==> config.mk <==
export PLATFORM = sky130hd
export DESIGN_NAME = tl_ul_arb2
export DESIGN_NICKNAME = d
export VERILOG_FILES = /design/src/rtl/tl_ul_arb2.sv
export SDC_FILE = /design/constraint.sdc
export NUM_CORES = 1
export LEC_CHECK = 0
export CAP_MARGIN = 20
export CELL_PAD_IN_SITES_DETAIL_PLACEMENT = 1
export CELL_PAD_IN_SITES_GLOBAL_PLACEMENT = 1
export CORE_AREA = 2 2 149 151
export CTS_CLUSTER_DIAMETER = 30
export DETAILED_ROUTE_END_ITERATION = 10
export DIE_AREA = 0 0 151 153
export PLACE_DENSITY = 0.75
export SETUP_SLACK_MARGIN = 0.2
export SYNTH_ARGS = -nofsm -noshare
export SYNTH_HDL_FRONTEND = slang
export SYNTH_SLANG_ARGS = --single-unit
==> constraint.sdc <==
create_clock -name clock -period 3.8 [get_ports clock]
set_input_delay 0.76 -clock clock [delete_from_list [all_inputs] [get_ports clock]]
set_output_delay 0.76 -clock clock [all_outputs]
set_load 0.02 [all_outputs]
==> src/rtl/tl_ul_arb2.sv <==
// Two-requester TileLink-UL arbiter: round-robin A-channel grant with burst locking,
// and D-channel responses routed back by the source MSB added on the A channel.
module tl_ul_arb2 #(
    parameter int SRC_W = 2
) (
    input  logic             clock,
    input  logic             reset,

    input  logic             a0_valid,
    output logic             a0_ready,
    input  logic [2:0]       a0_opcode,
    input  logic [2:0]       a0_param,
    input  logic [2:0]       a0_size,
    input  logic [SRC_W-1:0] a0_source,
    input  logic [31:0]      a0_address,
    input  logic [3:0]       a0_mask,
    input  logic [31:0]      a0_data,

    input  logic             a1_valid,
    output logic             a1_ready,
    input  logic [2:0]       a1_opcode,
    input  logic [2:0]       a1_param,
    input  logic [2:0]       a1_size,
    input  logic [SRC_W-1:0] a1_source,
    input  logic [31:0]      a1_address,
    input  logic [3:0]       a1_mask,
    input  logic [31:0]      a1_data,

    output logic             a_valid,
    input  logic             a_ready,
    output logic [2:0]       a_opcode,
    output logic [2:0]       a_param,
    output logic [2:0]       a_size,
    output logic [SRC_W:0]   a_source,
    output logic [31:0]      a_address,
    output logic [3:0]       a_mask,
    output logic [31:0]      a_data,

    input  logic             d_valid,
    output logic             d_ready,
    input  logic [2:0]       d_opcode,
    input  logic [1:0]       d_param,
    input  logic [2:0]       d_size,
    input  logic [SRC_W:0]   d_source,
    input  logic [31:0]      d_data,
    input  logic             d_error,

    output logic             d0_valid,
    input  logic             d0_ready,
    output logic [2:0]       d0_opcode,
    output logic [1:0]       d0_param,
    output logic [2:0]       d0_size,
    output logic [SRC_W-1:0] d0_source,
    output logic [31:0]      d0_data,
    output logic             d0_error,

    output logic             d1_valid,
    input  logic             d1_ready,
    output logic [2:0]       d1_opcode,
    output logic [1:0]       d1_param,
    output logic [2:0]       d1_size,
    output logic [SRC_W-1:0] d1_source,
    output logic [31:0]      d1_data,
    output logic             d1_error
);

    typedef enum logic {IDLE, BURST} mode_e;

    mode_e      mode_q, mode_d;
    logic       lock_q, lock_d;
    logic       rr_q, rr_d;
    logic [3:0] remaining_q, remaining_d;

    logic       grant;
    logic       fire;
    logic [4:0] beats;

    // Only full/partial puts larger than one bus word span multiple beats.
    function automatic logic [4:0] calc_beats(input logic [2:0] op, input logic [2:0] sz);
        if ((op == 3'd0 || op == 3'd1) && sz > 3'd2) return 5'd1 << (sz - 3'd2);
        else return 5'd1;
    endfunction

    // NOTE: sequential state uses non-blocking assignments so every flop samples pre-edge values.
    always_ff @(posedge clock or posedge reset) begin
        if (reset) begin
            mode_q      <= IDLE;
            lock_q      <= 1'b0;
            rr_q        <= 1'b1;
            remaining_q <= 4'd0;
        end else begin
            mode_q      <= mode_d;
            lock_q      <= lock_d;
            rr_q        <= rr_d;
            remaining_q <= remaining_d;
        end
    end

    always_comb begin
        // NOTE: defaults first so no path leaves a variable unassigned and infers a latch.
        mode_d      = mode_q;
        lock_d      = lock_q;
        rr_d        = rr_q;
        remaining_d = remaining_q;
        if (fire) begin
            unique case (mode_q)
                IDLE: begin
                    if (beats > 5'd1) begin
                        mode_d      = BURST;
                        lock_d      = grant;
                        remaining_d = 4'(beats - 5'd1);
                    end else begin
                        rr_d = grant;
                    end
                end
                BURST: begin
                    remaining_d = remaining_q - 4'd1;
                    if (remaining_q == 4'd1) begin
                        mode_d = IDLE;
                        rr_d   = grant;
                    end
                end
                default: mode_d = IDLE;
            endcase
        end
    end

    // Grant never looks at a_ready, so a_valid stays free of a ready->valid path.
    always_comb begin
        grant = ~rr_q;
        if (mode_q == BURST)        grant = lock_q;
        else if (a0_valid ^ a1_valid) grant = a1_valid;
    end

    always_comb begin
        a_valid   = grant ? a1_valid   : a0_valid;
        a_opcode  = grant ? a1_opcode  : a0_opcode;
        a_param   = grant ? a1_param   : a0_param;
        a_size    = grant ? a1_size    : a0_size;
        a_source  = {grant, (grant ? a1_source : a0_source)};
        a_address = grant ? a1_address : a0_address;
        a_mask    = grant ? a1_mask    : a0_mask;
        a_data    = grant ? a1_data    : a0_data;
        a0_ready  = ~grant & a_ready;
        a1_ready  =  grant & a_ready;
        fire      = a_valid & a_ready;
        beats     = calc_beats(a_opcode, a_size);
    end

    always_comb begin
        d0_valid  = d_valid & ~d_source[SRC_W];
        d1_valid  = d_valid &  d_source[SRC_W];
        d_ready   = d_source[SRC_W] ? d1_ready : d0_ready;
        d0_opcode = d_opcode;
        d1_opcode = d_opcode;
        d0_param  = d_param;
        d1_param  = d_param;
        d0_size   = d_size;
        d1_size   = d_size;
        d0_source = d_source[SRC_W-1:0];
        d1_source = d_source[SRC_W-1:0];
        d0_data   = d_data;
        d1_data   = d_data;
        d0_error  = d_error;
        d1_error  = d_error;
    end

endmodule

=== Yosys cells after proc, flatten, opt, wreduce, memory -nomap -nowiden ===
Index checks and enable logic that the tools add are counted.

* Input port bits: 210
* Register bits after elaboration: 7
* Output and inout port bits: 172
* Word-level logic and storage cells: 51

* Bitwise logic cells: 10
* Magnitude comparators: 2
* Equal/unequal tests: 5
* Reductions and logical operators: 6
* Shift operators: 1
* Mux-type cells: 20
* Add/sub/neg operators: 3

{| class="wikitable"
|+ Operators with widths
! kind !! number
|-
| $mux 32 || 2
|-
| $mux 3 || 3
|-
| $mux 1 || 8
|-
| $mux 4 || 2
|-
| $pmux 4 s2 || 1
|-
| $sub 4x1->4 const B || 2
|-
| $reduce_and 3->1 || 2
|-
| $and 1x1->1 || 5
|-
| $gt 5x1->1 const B || 1
|-
| $mux 5 || 1
|-
| $shl 1x3->5 const A || 1
|-
| $eq 4x1->1 const B || 1
|-
| $ne 2x2->1 const B || 2
|-
| $not 1->1 || 4
|-
| $pmux 1 s2 || 2
|-
| $eq 3x1->1 const B || 1
|-
| $gt 3x2->1 const B || 1
|-
| $logic_not 3->1 || 1
|-
| $sub 3x2->3 const B || 1
|-
| $mux 2 || 1
|-
| $ne 2x1->1 const B || 1
|-
| $reduce_and 2->1 || 1
|-
| $logic_and 1x1->1 || 1
|-
| $logic_or 1x1->1 || 1
|-
| $xor 1x1->1 || 1
|}

=== Depth between registers and ports, before layout ===
Gate-level depths: netlist of run 1.

* Depth after elaboration: 11
* Gate-level depth with buffers: 12

=== Worst setup path before layout of run 1 ===
No wires, ideal clock.

* Path type: input port to output port
* Start: input port a0_valid
* End: output port a_valid
* Path buffers: 2
* Cell stages on the path: 7
* Setup slack: 0.730 ns
* Arrival time: 2.310 ns
* Data required time: 3.040 ns
* Cell sequence: inv_1 -> maj3_2 -> o21ai_4 -> inv_2 -> clkbuf_1 -> clkbuf_1 -> o21ai_0

* Word-level cells in the longest chain between the ends: 4

{| class="wikitable"
|+ Ends and longest elaborated chain
! item !! RTL line !! source
|-
| from (decl) || 9 || <nowiki>input logic a0_valid,</nowiki>
|-
| $xor 1x1->1 || 132 || <nowiki>else if (a0_valid ^ a1_valid) grant = a1_valid;</nowiki>
|-
| $mux 1 || 132 ||
|-
| $mux 1 || 131 || <nowiki>if (mode_q == BURST) grant = lock_q;</nowiki>
|-
| $mux 1 (*) || 136 || <nowiki>a_valid = grant ? a1_valid : a0_valid;</nowiki>
|-
| to (decl) || 29 || <nowiki>output logic a_valid,</nowiki>
|}

Every way passes the cells marked *; elsewhere a longest branch is shown, timed or not.

=== Final worst setup path of run 1 ===
* Start: input port a0_valid
* End: output port a_data[18]

* Word-level cells in the longest chain between the ends: 4

{| class="wikitable"
|+ Ends and longest elaborated chain
! item !! RTL line !! source
|-
| $xor 1x1->1 || 132 ||
|-
| $mux 1 || 132 ||
|-
| $mux 1 || 131 ||
|-
| $mux 32 || 143 || <nowiki>a_data = grant ? a1_data : a0_data;</nowiki>
|-
| to (decl) || 37 || <nowiki>output logic [31:0] a_data,</nowiki>
|}

Every way passes these cells.

==> results of run 1 <==
-- state kept, by name, summed over array words and instances (netlist names) --
| name | count |
|---|---|
| lock_q | 1 |
| remaining_q | 4 |
| mode_q | 1 |
| rr_q | 1 |
-- critical path, delay by kind of cell --
kind	cells	cell delay (ns)
and+or+nand+nor	2	0.18
AOI/OAI and AO/OA	1	0.16
buffers and inverters	6	1.27
adders and majority gates	1	0.33
-- where the power goes --
part           leakage [nW]  switching (mW)  internal (mW)
logic                  2.30            1.77           1.24
clock network        0.0382          0.0446          0.140
registers            0.0838          0.0559          0.115
-- placed cells by master, fill, tap and decap left out, types with 2 or more instances in the layout --
cell,instances
dfrtp_1,6
a21oi_1,2
nand3_1,4
clkdlybuf4s50_1,169
and2_1,6
dlymetal6s2s_1,17
nand2b_1,3
nor3_1,3
buf_4,3
dlygate4sd2_1,65
inv_1,8
clkbuf_16,3
ha_1,4
nand2_1,254
o211ai_1,3
mux2i_1,3
nor2_1,7
nor4_1,4
buf_12,5
o21ai_0,6
o2111ai_1,2
-- metrics by stage --
stage	std cells	setup slack [ns]	hold WS, ns	util, %
6_report	886	0.306	0.514	22.2
2_1_floorplan	448	0.730	0.468	-
5_1_grt	886	0.214	0.541	22.2
4_1_cts	886	0.0786	0.511	22.0
3_5_place_dp	880	0.0704	0.507	21.7
3_3_place_gp	880	0.0775	0.502	21.7
-- repair_timing --
item | in CTS | in global routing
setup endpoints to repair | 81 | 19
setup buffers | 1 | 0
pin swaps | 0 | 1
resized for setup | 65 | 19
cloned | 1 | 0
-- cell type report --
| type | count | area, um2 | share of cell area [%] |
|---|---|---|---|
| inverters | 10 | 38.8 | 0.813 |
| clock buffers | 4 | 78.8 | 1.65 |
| well taps | 280 | 350 | 7.34 |
| repair buffers | 260 | 2630 | 55.1 |
| multi-input cells | 325 | 1500 | 31.4 |
| flip-flops and latches | 7 | 176 | 3.70 |
-- layer usage --
metal,track usage [%],vias to the layer above,wire [um]
li1,-,1627,-
met1,10.6,1437,4660
met2,17.4,212,5560
met3,3.88,37,1700
met4,2.80,0,281
met5,0,-,0
-- cells by family after synthesis --
group | Yosys count
AOI/OAI and AO/OA | 24
xor gates and xnor gates | 1
adders and majority gates | 5
buffers and inverters | 116
DFF | 7
muxes | 7
and+or+nand+nor | 288
-- how the worst min path moves through the flow --
stage | endpoint | slack [ns]
3_5_place_dp | rr_q | 0.51
2_1_floorplan | rr_q | 0.47
3_3_place_gp | rr_q | 0.50
5_1_grt | remaining_q[1] | 0.54
4_1_cts | rr_q | 0.51
6_report | rr_q | 0.51
==> summary.md, run 1 <==
| Metric | Value |
|---|---|
| Status | `completed` |
| R2r endpoint | `lock_q` |
| Total grt overflow | `0` |
| Sequential cell area fraction in the yosys report | `7.23%` |
| Worst path required time | `3.04 ns` |
| Period minus WS final | `around 3.5 ns` |
| Yosys reg bits | `7` |
| PortBufs | `252` |
| Cts hold-fix bufs | `0` |
| Core Area | `approximately 21000 um2` |
| Final wirelength | `12200 um` |
| DRT antenna net count | `0` |
| Final instance area | `4770 um2` |
| Async SR Flop Fraction | `100%` |
| Post-Synth XOR/XNOR Area | `0.359%` |
| Post-synth top cells | `nand2_1, buf_4, clkbuf_1, buf_2, inv_1` |
| Max cap viols | `0` |
| Total power | `approximately 3.4 mW` |
| Largest net degree at the start of global routing | `50` |
| Height of the die | `153 um` |
| PD cells | `704 nW/um2` |
| Mapped Area | `2440 um2` |
| Final TNS setup | `0 ns` |
| 1st-pass router iterations | `4` |
| Initial drt markers | `116` |
| Endpoints failing setup | `0` |
| Root buffer cell | `clkbuf_16` |
| Worst-margin pin slew | `0.649 ns` |
| Rows | `between 50 and 60` |
| Crit path kind | `primary input to output pin` |
| CTS tree | `built` |
| Worst vdd ir | `0.000232 V` |
| Mean post-synth cell area | `5.45 um2` |
| Global-route wire length before repair | `~18000 um` |
| Max Root-Sink Buffers | `2` |
| Reg2reg path depth | `13` |
| Adder-cell share of the synthesized area | `2.51%` |
| Number of synthesized flops with an enable pin | `0` |
| Die W | `151 um` |
| Hold Path Class | `flip-flop to flip-flop` |
| Fmax | `286 MHz` |
| Largest family of logic cells by synthesized area | `simple AND/OR/NAND/NOR gates` |
| CP startpoint kind | `primary input` |
| Fin crit share | `approximately 92%` |
| Worst setup startpoint | `a0_valid` |
| CP Cell Sequence | `clkdlybuf4s50_1, inv_1, maj3_2, o21ai_4, buf_12, clkinv_2, buf_12, nand2_1, nand2_1, dlygate4sd2_1` |
| CTS sink cnt | `7` |
| Final hold viol count | `0` |
| Data arrival, critical path | `2.73 ns` |
| Simple-gate share of the synthesized area | `47.1%` |
| Layout area overhead | `95.6%` |
| Worst R2R Start | `mode_q` |
| H-tree Lvls | `1` |
| Worst Hold Launch | `rr_q` |
| Max Slew Vio Count | `0` |
| Gpl congestion | `0.750` |
| Yosys top cell area share | `between 30% and 40%` |
| Skew-Pair Late Insertion Delay | `approximately 0.24 ns` |
| Top Ports | `382` |
| CTS Buf Count | `3` |
| Clk pin slew, worst setup/hold paths | `0.04 ns` |
| Avg Vias per Cell | `3.74` |
| R2R Setup Slk | `0.88 ns` |
| Slew HR | `56.6%` |
| Complex-gate fraction of the synthesized area | `~7.5%` |
| GRT Total Usage | `9.79%` |
| Mapped Nets | `~660` |
| Diode count | `0` |
| Nets@finish | `around 820` |
| Via Count | `3313` |
| Cell variety after synth | `42` |
| Top-count cell post-synth | `nand2_1` |
| Area contributors post-synth | `nand2_1, buf_4, dfrtp_1` |
| Post-DP Area | `4670 um2` |
| Initial Utilization | `11.4%` |
| DRC | `0` |
| Initial antenna violation count | `0` |
| Post-synth top flop | `dfrtp_1` |
| Clock Skews | `0.00407 ns` |
| Worst path slowest cell | `clkdlybuf4s50_1` |
| Die area | `23100 um2` |
| Fill count | `2689` |
| Crit Path Max Fanout | `~50` |
| WL per Instance | `roughly 14 um` |
| Layout cells sized above 1 | `4.29%` |
| Area leader, netlist | `nand2_1` |
| Static leakage power | `2.42 nW` |
| Syn. warnings | `0` |
| Vias in the first global route | `3502` |
| DP HPWL | `10100 um` |
| Cells on Worst Hold Path | `2` |
| Multiplexer share of the synthesized area | `3.64%` |
| Crit end category | `output pin` |
| CP max stage delay | `0.48 ns` |
| RSZ-0062 raised after global routing | `false` |
| End point of the critical path | `a_data[18]` |
| Synth Instances | `448` |
Note: power is estimated with default switching activity, not from simulation.
==> run 2: changes to the inputs <==
--- a/config.mk
+++ b/config.mk
@@ -6,13 +6,11 @@
 export NUM_CORES = 1
 export LEC_CHECK = 0
 export CAP_MARGIN = 20
-export CELL_PAD_IN_SITES_DETAIL_PLACEMENT = 1
-export CELL_PAD_IN_SITES_GLOBAL_PLACEMENT = 1
 export CORE_AREA = 2 2 149 151
 export CTS_CLUSTER_DIAMETER = 30
 export DETAILED_ROUTE_END_ITERATION = 10
 export DIE_AREA = 0 0 151 153
-export PLACE_DENSITY = 0.75
+export PLACE_DENSITY = 0.46
 export SETUP_SLACK_MARGIN = 0.2
 export SYNTH_ARGS = -nofsm -noshare
 export SYNTH_HDL_FRONTEND = slang
==> summary.md, run 2 (synthesized netlist as in run 1, its figures left out) <==
| Metric | Value |
|---|---|
| Status | `completed` |
| Top Ports | `around 380` |
| Initial antenna violation count | `0` |
| Min Hold Slack | `0.496 ns` |
| R2R Setup Slk | `approximately 0.92 ns` |
| Worst Hold Launch | `rr_q` |
| Height of the die | `153 um` |
| Worst-margin pin slew | `0.369 ns` |
| Global-route wire length before repair | `16700 um` |
| Clock Skews | `between 0.001 and 0.0015 ns` |
| H-tree Lvls | `1` |
| Worst R2R Start | `rr_q` |
| CTS tree | `built` |
| Nets@finish | `829` |
| Root buffer cell | `clkbuf_16` |
| CP startpoint kind | `primary input` |
| Largest net degree at the start of global routing | `55` |
| Period minus WS final | `3.49 ns` |
| Gpl congestion | `~0.75` |
| DP HPWL | `approximately 9800 um` |
| PortBufs | `~250` |
| Crit path kind | `primary input to output pin` |
| Post-CTS Setup Inserts | `0` |
| Initial drt markers | `68` |
| Via Count | `between 3000 and 4000` |
| Final instance area | `4750 um2` |
| Reg2reg path depth | `13` |
| Final wirelength | `11500 um` |
| Worst path required time | `3.04 ns` |
| Crit end category | `output pin` |
| Total grt overflow | `0` |
| Fmax | `286 MHz` |
| Clock power share | `5.4%` |
| Layout area overhead | `94.9%` |
| Cts hold-fix bufs | `0` |
| Crit Path Max Fanout | `54` |
| CTS Buf Count | `3` |
| WL per Instance | `12.8 um` |
| Biggest register | `remaining_q` |
| Max reg flops | `4` |
| Diode count | `0` |
| Pint | `1.48 mW` |
| Final Util | `22.1%` |
| Resize count post-CTS | `80` |
| Sw frac | `55.4%` |
| Clk pin slew, worst setup/hold paths | `0.04 ns` |
| Cells on Worst Hold Path | `2` |
| GRT Total Usage | `9.18%` |
| Worst vdd ir | `0.000283 V` |
| Total power | `about 3.3 mW` |
| Commonest cells after routing, fill and taps aside | `nand2_1, clkdlybuf4s50_1, dlygate4sd2_1` |
| Core Area | `roughly 21000 um2` |
| Fin crit share | `between 90% and 100%` |
| Most common cell after layout, fill and taps aside | `nand2_1` |
| R2r endpoint | `lock_q` |
| CTS sink cnt | `7` |
| Skew-Pair Late Insertion Delay | `0.23 ns` |
| Initial Utilization | `11.4%` |
| Final hold viol count | `0` |
| Hold Path Class | `flip-flop to flip-flop` |
| Max Slew Vio Count | `0` |
| Data arrival, critical path | `roughly 2.7 ns` |
| Die area | `around 23000 um2` |
| Layout cells sized above 1 | `under 10%` |
| Static leakage power | `2.33 nW` |
| Die W | `151 um` |
| Slew HR | `75.4%` |
| RSZ-0062 raised after global routing | `false` |
| Final TNS setup | `0 ns` |
| Post-DP Area | `4770 um2` |
| Avg Vias per Cell | `3.65` |
| Power share of the sequential group | `4.4%` |
| DRT antenna net count | `0` |
| Hold path endpoint | `rr_q` |
| PD cells | `697 nW/um2` |
| Rows | `54` |
| Endpoints failing setup | `0` |
| 1st-pass router iterations | `6` |
| Psw | `1.84 mW` |
| Combinational share of power | `90.2%` |
| DRC | `0` |
| Max Root-Sink Buffers | `2` |
| Vias in the first global route | `3238` |
| Max cap viols | `0` |
## run 2: worst max-delay path by stage
stage,slack [ns],startpoint,endpoint,depth (start not counted)
3_5_place_dp,0.06,a0_valid,a_data[14],9
6_report,0.31,a0_valid,a_address[28],9
3_3_place_gp,0.07,a0_valid,a_data[14],9
2_1_floorplan,0.73,a0_valid,a_valid,7
5_1_grt,0.20,a0_valid,a_address[28],9
4_1_cts,0.06,a0_valid,a_address[2],9
## run 2: critical path, cell delays in order
cell and delay [ns]:
clkdlybuf4s50_1 0.48, inv_1 0.06, maj3_2 0.33, o21ai_4 0.24
clkinv_2 0.15, buf_12 0.20, nand2_1 0.10, nand2_1 0.07
dlygate4sd2_1 0.32
## run 2: per-layer routing
layer | wire [um] | global-route usage [%]
met2 | 5480 | 17.1
met1 | 4080 | 9.41
met5 | 0 | 0
met3 | 1520 | 2.96
met4 | 384 | 3.52
## run 2: per-stage QoR
step                std cells  setup WS, ns
floorplan                 448         0.730
global placement          890        0.0701
detailed placement        890        0.0626
CTS                       894        0.0584
global route              894         0.203
finish                    894         0.309
## run 2: power groups by stage
| stage | clock, mW | combinational (mW) | sequential (mW) |
|---|---|---|---|
| 2_1_floorplan | 0 | 1.86 | 0.145 |
| 3_3_place_gp | 0 | 3.42 | 0.147 |
| 3_5_place_dp | 0 | 3.41 | 0.148 |
| 4_1_cts | 0.182 | 3.06 | 0.147 |
| 5_1_grt | 0.187 | 3.30 | 0.153 |
| 6_report | 0.178 | 2.99 | 0.147 |
## run 2: cell type report
cell class,count,area [um2]
Fill cell,2436,16700
Timing Repair Buffer,268,2620
Multi-Input combinational cell,325,1490
Tap cell,280,350
Sequential cell,7,176
Clock buffer,4,78.8
Inverter,10,38.8
==> variant 1: new RTL, settings of run 2 <==
`SRC_W`: 2 -> 3.
--- a/src/rtl/tl_ul_arb2.sv
+++ b/src/rtl/tl_ul_arb2.sv
@@ -3,3 +3,3 @@
 module tl_ul_arb2 #(
-    parameter int SRC_W = 2
+    parameter int SRC_W = 3
 ) (
Ports: changed (6 resized); port bits go from 382 to 388. No check against the original RTL was run, so the function may have changed too.
==> variant 1 against run 2 <==
Non-clock buffer count increased by 1. Total power hardly changed. Synthesized area down 0.31%. Wire length rose by 11%. Sequential cell count unchanged. Clock skew hardly changed. Cell area rose by 0.16%. Setup slack got worse by 35 ps. Critical endpoint is now a_size[0].
==> variant 1: results (changes against run 2) <==
Outcome
  • Status: finished clean (unchanged)

Route
  • Routed vias/inst: 3.57 (was 3.65)
  • Metal3 WL: 1.36 mm (was 1.52 mm)
  • DR iter-0 viols: 120 (was 68)
  • Wirelength per Cell: 14.2 um (was 12.8 um)
  • Met2 WL: 6.72 mm (was 5.48 mm)
  • Detailed Routing Iterations Pass 1: 4 (was 6)

Finish
  • Fill count: 2449 (was 2436)
  • Num sequential: 7 (unchanged)
  • Non-CTS buffers: 269 (was 268)
  • Signal inverters: 11 (was 10)
  • Data buffer area share: 55.4% (was 55.1%)
  • Nets: 832 (was 829)
  • Clk tree area frac: 1.66% (about the same)
  • #MultiIn Comb: 323 (was 325)

GRT
  • First-pass GRT wire length: 18.7 mm (was 16.7 mm)
  • GRT met2 Usage: 19.5% (was 17.1%)
  • Vias in the first global route: 3293 (was 3238)
  • Gr usage total: 10.3% (was 9.18%)
  • Met1 Use GR: 10.5% (was 9.41%)

Timing
  • Worst-margin pin slew: 376 ps (was 369 ps)
  • Skew final: 1.07 ps (was 1.20 ps)

Clocking
  • Post_cts resized: 64 (was 80)
  • Post-CTS Setup Repair Bufs: 1 (was 0)

Placement
  • RD Place Congestion: 0.761 (was 0.751)
  • Port bufs: 255 (was 252)
  • Setup WS pre-CTS: 45.4 ps (was 62.6 ps)
  • DP HPWL: 10.2 mm (was 9.83 mm)

Worst setup path
  • CP max FO: 20 (was 54)
  • Arr. time, crit path: 2770 ps (was 2730 ps)

Synthesis
  • Syn Nets: 668 (was 662)
  • Synth area leaders: nand2_1 40%, buf_4 27%, dfrtp_1 6.2% (was nand2_1 39%, buf_4 27%, dfrtp_1 6.2%)
  • Commonest cells in the netlist: 256 x nand2_1, 89 x buf_4, 19 x clkbuf_1, 10 x inv_1 (was 254 x nand2_1, 87 x buf_4, 10 x clkbuf_1, 9 x buf_2, 8 x inv_1)
  • Post-synth cell types: 41 (was 42)
  • Register area share after synthesis: 7.25% (was 7.23%)

Power
  • Internal power: 0.00148 W (about the same)
  • Peak supply drop: 266 uV (was 283 uV)
[variant 1: metrics by stage]
stage               utilization [%]  area [um^2]  cells  hold WS, ps
floorplan                         -         2430    451          468
global placement               21.9         4720    886          487
detailed placement             21.9         4720    886          499
CTS                            22.1         4750    892          502
global route                   22.2         4760    894          535
finish                         22.2         4760    894          495
[variant 1: worst register-to-register path: cells and delay by family, from the launching register on]
kind,cells,cell delay [ps]
AOI/OAI and AO/OA,3,610
buffers and inverters,4,570
adders and majority gates,2,570
DFF,1,500
and+or+nand+nor,4,390
muxes,1,90
[variant 1: cells by family (layout without fill, tap and decap cells)]
family	after synthesis	in the layout	share of synthesized area, %
simple gates	287	287	46.7
buf+inv	121	284	32.8
compound gates	23	23	7.41
mux	7	7	2.98
flops	7	7	7.25
fa+ha+maj	5	5	2.52
xor+xnor	1	1	0.360
[variant 1: final timing paths]
check | slack [ps] | depth (start not counted) | end | start
setup / recovery | 270 | 10 | a_size[0] | a0_valid
hold / removal | 500 | 2 | rr_q$_DFFE_PP1P_ | rr_q$_DFFE_PP1P_
setup reg to reg | 930 | 14 | remaining_q[1]$_DFFE_PP0P_ | rr_q$_DFFE_PP1P_
hold reg to reg | 500 | 2 | rr_q$_DFFE_PP1P_ | rr_q$_DFFE_PP1P_
max in group asynchronous | 2750 | 2 | rr_q$_DFFE_PP1P_ | reset
min in group asynchronous | 770 | 2 | remaining_q[0]$_DFFE_PP0P_ | reset
[variant 1: power by group through the flow]
stage          clock (W)  combinational (W)  sequential, W
3_3_place_gp           0            0.00320       0.000137
3_5_place_dp           0            0.00317       0.000137
6_report        0.000183            0.00299       0.000136
4_1_cts         0.000185            0.00301       0.000136
2_1_floorplan          0            0.00178       0.000129
5_1_grt         0.000190            0.00328       0.000143
==> variant 2: new RTL, settings of run 2 <==
Without the edit above. Make the reset (`reset`) synchronous in one clocked block.
--- a/src/rtl/tl_ul_arb2.sv
+++ b/src/rtl/tl_ul_arb2.sv
@@ -84,3 +84,3 @@
     // NOTE: sequential state uses non-blocking assignments so every flop samples pre-edge values.
-    always_ff @(posedge clock or posedge reset) begin
+    always_ff @(posedge clock) begin
         if (reset) begin
Formal check against the unedited RTL: differs if reset is asserted again (counterexample within 4 cycles, from zero or initial values and one cycle with reset high); with reset held inactive, the same outputs for 10 cycles.
==> variant 2 against run 2 <==
Register-to-register slack worse by 30 ps. Synthesized cell count up 0.67%. Non-clock buffer count unchanged. Cell area up 1.3%. Wire length shrank 0.74%. Sequential cell count unchanged. Synthesized area shrank 0.67%. Setup slack worse by 120 ps. First-iteration DRC count decreased by 4.4%. Clock skew rose by 0.63 ps. Sequential share of layout area fell by 0.80 points.
Power is not compared: it rests on default switching activity, and its combinational part moved more than twofold at a synthesized area within 25%.
==> variant 2: results (changes against run 2) <==
GRT
  • Met1 Use GR: 10.4% (was 9.41%)
  • Largest net degree at the start of global routing: 40 (was 55)
  • Vias in the first global route: 3011 (was 3238)
  • GRT met2 Usage: 15.3% (was 17.1%)
  • Gr usage total: 8.83% (was 9.18%)
  • First-pass GRT wire length: 16.5 mm (was 16.7 mm)
  • Initial antenna violation count: 0 (unchanged)
  • Met3 Use GR: 3.43% (was 2.96%)

Synthesis
  • Ys Warns: 0 (unchanged)
  • Register area share after synthesis: 5.78% (was 7.23%)
  • Synth area leaders: nand2_1 38%, buf_4 27%, dfxtp_1 5.8% (was nand2_1 39%, buf_4 27%, dfrtp_1 6.2%)
  • Async SR Flop Fraction: 0% (was 100%)
  • Post-synth cell types: 38 (was 42)
  • Dominant synthesized flop cell: dfxtp_1 (was dfrtp_1)
  • Commonest cells in the netlist: 248 x nand2_1, 87 x buf_4, 12 x nor2_1, 11 x clkbuf_1, 10 x a21oi_1 (was 254 x nand2_1, 87 x buf_4, 10 x clkbuf_1, 9 x buf_2, 8 x inv_1)
  • Syn Nets: 665 (was 662)

Route
  • Met2 WL: 5.13 mm (was 5.48 mm)
  • Routed vias/inst: 3.53 (was 3.65)
  • Detailed Routing Iterations Pass 1: 4 (was 6)
  • Metal-1 WL: 4.60 mm (was 4.08 mm)
  • Metal3 WL: 1.55 mm (was 1.52 mm)
  • Wirelength per Cell: 12.7 um (was 12.8 um)
  • DR iter-0 viols: 65 (was 68)

Timing
  • Fin. max-slew vios: 0 (unchanged)
  • Skew final: 1.83 ps (was 1.20 ps)
  • Worst-margin pin slew: 798 ps (was 369 ps)
  • Final setup viols: 0 (unchanged)

Clocking
  • TritonCTS buffer count: 3 (unchanged)
  • CTS clk-pin slew, worst paths: 40 ps (about the same)
  • CTS root buf: clkbuf_16 (unchanged)
  • Clock Path Buffers: 2 (unchanged)

Worst setup path
  • Reg-to-Reg End: lock_q$_SDFFE_PP0P_ (was lock_q$_DFFE_PP0P_)
  • CP max stage cell: clkdlybuf4s50_1 (unchanged)
  • Crit path to: a_address[26] (was a_address[28])
  • Crit path launch: a1_valid (was a0_valid)
  • Launching point of the worst reg2reg path: mode_q$_SDFFE_PP0P_ (was rr_q$_DFFE_PP1P_)
  • CP max stage delay: 620 ps (was 480 ps)
  • R2R Setup Slk: 890 ps (was 920 ps)
  • Worst Reg-to-Reg Cells: 14 (was 13)
  • CP max FO: 39 (was 54)

Power
  • Static leakage: 2.34 nW

Placement
  • DP HPWL: 9.28 mm (was 9.83 mm)
  • RD Place Congestion: 0.751 (about the same)
  • Port bufs: 252 (unchanged)
  • Placed cell area: 0.00471 mm^2 (was 0.00477 mm^2)

Finish
  • Layout cells sized above 1: 5.67% (was 5.21%)
  • Largest register by flop count: remaining_q (unchanged)
  • Nets: 832 (was 829)
  • Fill count: 2455 (was 2436)

Worst hold path
  • HP Start: lock_q$_SDFFE_PP0P_ (was rr_q$_DFFE_PP1P_)
  • Min-Delay Endpoint: lock_q$_SDFFE_PP0P_ (was rr_q$_DFFE_PP1P_)
  • Worst hold path type: reg -> reg (unchanged)

Outcome
  • Status: finished clean (unchanged)
## variant 2: cell count changes after synthesis, sizes merged, moves of 2 or more
cell / change
dfxtp: +7
nor2: +5
inv: -2
nor3: +4
o21ai: -5
o221ai: +4
or3b: +3
o2111ai: -2
a21oi: +8
nor4: -5
dfrtp: -6
nor3b: +2
nand2: -6
## variant 2: logic make-up (layout without fill, tap and decap cells)
group | count (synthesis) | count (layout) | synth area share (%)
buffers and inverters | 114 | 280 | 31.5
adder cells (fa/ha/maj) | 4 | 4 | 2.07
XOR/XNOR | 1 | 1 | 0.361
flip-flops | 7 | 7 | 5.78
AO/OA/AOI/OAI | 31 | 31 | 10.2
multiplexers | 7 | 7 | 2.99
AND/OR/NAND/NOR | 287 | 287 | 47.1
## variant 2: per-stage QoR
step	std cells	power, W	utilization [%]	setup WS (ps)	hold WS (ps)
finish	897	0.00145	22.4	185	490
global route	897	0.00156	22.4	60.3	506
CTS	895	0.00147	22.0	101	495
detailed placement	890	0.00135	21.9	61.5	490
global placement	890	0.00135	21.9	65.9	479
floorplan	451	0.000804	-	876	456
## variant 2: power by group
group	switching, W	internal, W	total [W]
registers	0.0000137	0.0000831	0.0000967
clock network	0.0000432	0.000140	0.000183
logic	0.000623	0.000544	0.00117
## variant 2: final cells by class
| cell class | count | area [um^2] | share of cell area (%) |
|---|---|---|---|
| sequential | 7 | 140 | 2.91 |
| clock buffer | 4 | 78.8 | 1.64 |
| inverter | 8 | 32.5 | 0.676 |
| tap | 280 | 350 | 7.28 |
| timing repair buffer | 268 | 2670 | 55.5 |
| multi-input combinational | 330 | 1540 | 32.0 |
## variant 2: timing repair
action / 4_1_cts / 5_1_grt
resized for setup: 52 / 24
endpoints found under the setup margin: 76 / 38
hold buffers: 0 / 0
pin swaps: 0 / 1
setup buffers: 1 / 2
